<file path="config.mk">
export PLATFORM = sky130hd
export DESIGN_NAME = axis_rx_frame_gate
export DESIGN_NICKNAME = d
export VERILOG_FILES = /design/src/rtl/axis_rx_frame_gate.sv
export SDC_FILE = /design/constraint.sdc
export NUM_CORES = 1
export LEC_CHECK = 0
export ABC_CLOCK_PERIOD_IN_PS = 3950
export CAP_MARGIN = 20
export CORE_MARGIN = 5
export CORE_UTILIZATION = 25
export DETAILED_ROUTE_END_ITERATION = 12
export GPL_ROUTABILITY_DRIVEN = 0
export PLACE_DENSITY_LB_ADDON = 0.12
export SETUP_SLACK_MARGIN = 0.15
export SYNTH_ARGS = -nofsm -noshare
export SYNTH_HDL_FRONTEND = slang
export SYNTH_SLANG_ARGS = --single-unit
</file>
<file path="constraint.sdc">
create_clock -name clk -period 3.95 [get_ports clk]
set_input_delay 0.395 -clock clk [delete_from_list [all_inputs] [get_ports clk]]
set_output_delay 0.395 -clock clk [all_outputs]
set_load 0.01 [all_outputs]
</file>
<file path="src/rtl/axis_rx_frame_gate.sv">
// axis_rx_frame_gate: whole-frame enable gate with timestamp prepend and frame statistics
module axis_rx_frame_gate #(
  parameter int DATA_WIDTH = 8,
  parameter int TS_WIDTH = 64,
  parameter int TS_ENABLE = 1,
  parameter int USER_WIDTH = 1,
  parameter int COUNT_WIDTH = 32,
  parameter int RESYNC_GAP = 4
) (
  input  logic                   clk,
  input  logic                   rst,
  input  logic                   enable,
  input  logic [TS_WIDTH-1:0]    ts,
  input  logic                   clear_counters,
  input  logic [DATA_WIDTH-1:0]  s_axis_tdata,
  input  logic                   s_axis_tvalid,
  input  logic                   s_axis_tlast,
  input  logic [USER_WIDTH-1:0]  s_axis_tuser,
  output logic [DATA_WIDTH-1:0]  m_axis_tdata,
  output logic                   m_axis_tvalid,
  output logic                   m_axis_tlast,
  output logic [USER_WIDTH-1:0]  m_axis_tuser,
  output logic                   busy,
  output logic [COUNT_WIDTH-1:0] frame_count,
  output logic [COUNT_WIDTH-1:0] drop_count,
  output logic [COUNT_WIDTH-1:0] error_count
);
  localparam int N = TS_ENABLE != 0 ? TS_WIDTH / DATA_WIDTH : 0;
  localparam int NL = N > 0 ? N : 1;
  localparam int FW = $clog2(NL + 1);
  localparam int GW = $clog2(RESYNC_GAP + 1);
  typedef enum logic [2:0] {RESYNC, IDLE, DISABLED, PASS, FLUSH, DROP} state_t;
  state_t state, rest;
  logic [DATA_WIDTH-1:0] dl_data [NL];
  logic                  dl_last [NL];
  logic [USER_WIDTH-1:0] dl_user [NL];
  logic [FW-1:0] fcnt;
  logic [GW-1:0] gap;
  logic late_drop, beat, fin, load, shift, emit, o_last, ld_nxt, drop_inc, frame_inc;
  logic [DATA_WIDTH-1:0] o_data;
  logic [USER_WIDTH-1:0] user_in, o_user;
  // Beat qualification and the source of the next output beat
  always_comb begin
    beat = s_axis_tvalid;
    fin = beat && s_axis_tlast;
    rest = enable ? IDLE : DISABLED;
    user_in = s_axis_tlast ? s_axis_tuser : '0;
    load = state == IDLE && beat;
    shift = (state == PASS && beat) || state == FLUSH;
    emit = load || shift;
    o_data = N == 0 ? s_axis_tdata : load ? ts[DATA_WIDTH-1:0] : dl_data[0];
    o_last = N == 0 ? s_axis_tlast : !load && dl_last[0];
    o_user = N == 0 ? user_in : load ? '0 : dl_user[0];
    ld_nxt = fin ? 1'b0 : beat || late_drop;
    drop_inc = fin && (state == DISABLED || state == DROP || state == FLUSH);
    frame_inc = emit && o_last;
  end
  // Frame state machine and registered output stage
  always_ff @(posedge clk)
    if (rst) begin
      state <= RESYNC;
      gap <= '0;
      fcnt <= '0;
      late_drop <= 1'b0;
      busy <= 1'b0;
      m_axis_tdata <= '0;
      m_axis_tvalid <= 1'b0;
      m_axis_tlast <= 1'b0;
      m_axis_tuser <= '0;
    end else begin
      m_axis_tvalid <= emit;
      m_axis_tdata <= emit ? o_data : '0;
      m_axis_tlast <= emit && o_last;
      m_axis_tuser <= emit && o_last ? o_user : '0;
      case (state)
        RESYNC: begin
          gap <= beat ? '0 : gap + 1'b1;
          if (fin || (!beat && gap == GW'(RESYNC_GAP - 1))) state <= rest;
        end
        IDLE: if (beat) begin
          state <= !s_axis_tlast ? PASS : N > 0 ? FLUSH : rest;
          busy <= N > 0 || !s_axis_tlast;
          fcnt <= FW'(NL - 1);
        end else if (!enable) state <= DISABLED;
        DISABLED: if (beat) state <= s_axis_tlast ? rest : DROP;
          else if (enable) state <= IDLE;
        PASS: if (fin) begin
          state <= N > 0 ? FLUSH : rest;
          busy <= N > 0;
          fcnt <= FW'(NL - 1);
        end
        FLUSH: begin
          fcnt <= fcnt - 1'b1;
          late_drop <= fcnt == '0 ? 1'b0 : ld_nxt;
          if (fcnt == '0) begin
            state <= ld_nxt ? DROP : rest;
            busy <= 1'b0;
          end
        end
        DROP: if (fin) state <= rest;
        default: state <= RESYNC;
      endcase
    end
  // Delay line primed with the timestamp chunks at frame start, drained through FLUSH
  always_ff @(posedge clk)
    if (rst) begin
      for (int i = 0; i < NL; i++) begin
        dl_data[i] <= '0;
        dl_last[i] <= 1'b0;
        dl_user[i] <= '0;
      end
    end else if (load || shift) begin
      for (int i = 0; i < NL - 1; i++) begin
        dl_data[i] <= load ? ts[(i + 1) * DATA_WIDTH +: DATA_WIDTH] : dl_data[i + 1];
        dl_last[i] <= !load && dl_last[i + 1];
        dl_user[i] <= load ? '0 : dl_user[i + 1];
      end
      dl_data[NL - 1] <= state == FLUSH ? '0 : s_axis_tdata;
      dl_last[NL - 1] <= state != FLUSH && s_axis_tlast;
      dl_user[NL - 1] <= state == FLUSH ? '0 : user_in;
    end
  // Saturating statistics; a clear wins over any same-cycle increment
  always_ff @(posedge clk)
    if (rst || clear_counters) begin
      frame_count <= '0;
      drop_count <= '0;
      error_count <= '0;
    end else begin
      if (frame_inc && !(&frame_count)) frame_count <= frame_count + 1'b1;
      if (frame_inc && o_user[0] && !(&error_count)) error_count <= error_count + 1'b1;
      if (drop_inc && !(&drop_count)) drop_count <= drop_count + 1'b1;
    end
endmodule

</file>
==> metrics.cfg <==
[yosys]
synth_ff_type = dfxtp_1
yosys_warnings = 0
ys_seq_area_share_pct = 50.6
synth.largest_area_cell = edfxtp_1
syn_area_per_cell_um2 = 9.00
synthDominantCellAreaShare_pct = 25.4
syn-num-nets = 1135
synth_area_leaders = edfxtp_1, dfxtp_1, a21oi_1
synth_area_um2 = 9450
synth_edf_count = 80
synthCells = 1050
synth_cell_types = 59
ys_ff_latch = 199
synthArstFlopShare_pct = 0

[die]
die_y_um = 204
dieArea_um2 = 41800
rows = 71
core-area_um2 = 37500
die_width_um = 204
io_pins = 187
initial_core_util_pct = 25.2

[run_status]
outcome = complete, no violations

[job]
maxCapViolCount = 0

[drt]
vias_per_cell = 4.82
vias = 8363
first_pass_iters = 4
wl_per_cell_um = 16.1
drcViolationCount = 0
ant_nets = 0
routed_wl_um = 27900
drt_iter0_markers = 463

[global_routing]
grt_usage_pct = 13.2
grt_start_max_net_pins = 68
grt_pass1_wl_um = 44600
grt_overflow = 0
grt_pass1_vias = 7953
antenna_found_initial = 1

[final_layout]
drive_above_1_share_pct = 5.32
utilization_pct = 33.3
area.growth.synth_to_final_pct = 32.0
fin_nets = 1294
layout_commonest_cell = nand2_1
layout_common_cells = nand2_1, clkdlybuf4s50_1, a21oi_1, dfxtp_1, edfxtp_1

[worst_setup_path]
path_cells = or3b_1 -> buf_4 -> a2111oi_4 -> nand4_1 -> or4_1 -> a21oi_1
path_class = reg -> reg
critPathBufInv = 1
endpoint_kind = register
worstPathArrival_ns = 3.16
cp_top_family = simple AND/OR/NAND/NOR gates
critPathMaxStageDelay_ns = 0.62
crit_fanout = 16
start_kind = register
critPathSlowestCell = dfxtp_1
required_ns = 4.33

[clocking]
htree_levels = 4
cts_hold_buf = 0
clock-sinks = 199
clkTransAtPathRegs_ns = 0.08
post_cts_buffers = 0
ctsLongestPathBuffers = 2
root_buffer = clkbuf_16
cts_buffers = 17
cts_resized = 0
cts_tree = built
clk_latency_ns = 0.47

[power_and_ir_drop]
p_leak_nw = 3.84
vdd_drop_max_mv = 0.312
total_power_mw = 4.55
power_density_nw_per_um2 = 365

[sta]
slew_headroom_pct = 36.7
rsz0062_at_grt = no
final_max_slew_viol_count = 0
hold_viol = 0
fmax_mhz = 361
worst_pin_slew_ns = 0.950
finalSetupViolCount = 0
min_period_ns = 2.77
tns_ns = 0
finalCritPeriodShare_pct = 70.2
finalClockSkew_ns = 0.0227

[worst_hold_path]
worstHoldPathType = reg -> reg

[place]
dpl.hpwl_um = 18700
io_buffers = 186

-- state kept, by name, summed over array words and instances, names as in the netlist --
signal	cells
drop_count	32
late_drop	1
dl_user	8
busy	1
m_axis_tuser	1
fcnt	4
frame_count	32
error_count	32
m_axis_tlast	1
state	3
dl_data	64
m_axis_tvalid	1
dl_last	8
gap	3
m_axis_tdata	8
-- final timing paths --
check             slack (ns)  cells past startpoint     start               to
setup / recovery        1.18                      6  state[2]  error_count[17]
hold / removal          0.49                      2      busy             busy
setup reg to reg        1.18                      6  state[2]  error_count[17]
hold reg to reg         0.49                      2      busy             busy
-- synth_stat cells, drive strengths merged, types with 3 or more instances --
| library cell | count |
|---|---|
| and4 | 12 |
| nand2b | 4 |
| or4 | 48 |
| and2 | 27 |
| or3 | 39 |
| nand4 | 24 |
| o21ai | 34 |
| nand3 | 38 |
| a31oi | 3 |
| o31ai | 44 |
| nand3b | 3 |
| nor4 | 10 |
| dfxtp | 119 |
| a21oi | 145 |
| a211oi | 6 |
| a21o | 3 |
| nor3 | 13 |
| o211ai | 4 |
| or2 | 4 |
| nor2 | 45 |
| a41o | 3 |
| inv | 17 |
| and3 | 6 |
| nor3b | 6 |
| o21a | 4 |
| nand2 | 190 |
| clkbuf | 52 |
| mux2i | 10 |
| buf | 12 |
| nor2b | 4 |
| ha | 6 |
| edfxtp | 80 |
| xnor2 | 6 |
| o311ai | 3 |
-- cells by family (layout without fill, tap and decap cells) --
| group | after synthesis | after routing | share of synthesized area (%) |
|---|---|---|---|
| AO/OA/AOI/OAI | 264 | 264 | 16.7 |
| XOR/XNOR | 8 | 8 | 0.741 |
| adder cells (fa/ha/maj) | 6 | 6 | 0.794 |
| buffers and inverters | 81 | 253 | 3.34 |
| flip-flops | 199 | 199 | 50.6 |
| multiplexers | 10 | 10 | 1.06 |
| other | 0 | 1 | 0 |
| AND/OR/NAND/NOR | 482 | 482 | 26.8 |
-- metal layers --
| metal | part of all wire [%] | up-vias | global-route usage [%] |
|---|---|---|---|
| li1 | - | 4212 | - |
| met1 | 47 | 3996 | 17.9 |
| met2 | 47 | 132 | 21.2 |
| met3 | 3.9 | 23 | 2.63 |
| met4 | 1.5 | 0 | 4.36 |
| met5 | 0 | - | 0 |
-- through the flow --
stage | hold WS, ns | worst slack [ns] | area (um^2) | instances
5_1_grt | 0.483 | 0.957 | 12500 | 1734
3_3_place_gp | 0.471 | 1.00 | 11900 | 1699
6_report | 0.487 | 1.18 | 12500 | 1734
2_1_floorplan | 0.457 | 0.539 | 9450 | 1050
4_1_cts | 0.456 | 0.955 | 12400 | 1731
3_5_place_dp | 0.476 | 0.954 | 11900 | 1699
-- report_power, final --
part	switching, mW	total (mW)	internal [mW]
Sequential	0.0455	2.30	2.25
Clock	0.919	1.83	0.907
Combinational	0.252	0.429	0.177
-- cell type report --
type                       instances  area [um^2]
antenna                            1         2.50
clock buffer                      17          425
clock inverter                    15          165
fill                            3996        25000
inverter                          17         63.8
multi-input combinational        770         4380
sequential                       199         4780
tap                              511          639
timing repair buffer             204         2020
-- tightest hold or removal path, stage by stage, from the launching register on --
cell	delay (ns)
dfxtp_1	0.31
o21ai_0	0.06
a21oi_1	0.06
Note: power is estimated with default switching activity, not from simulation.
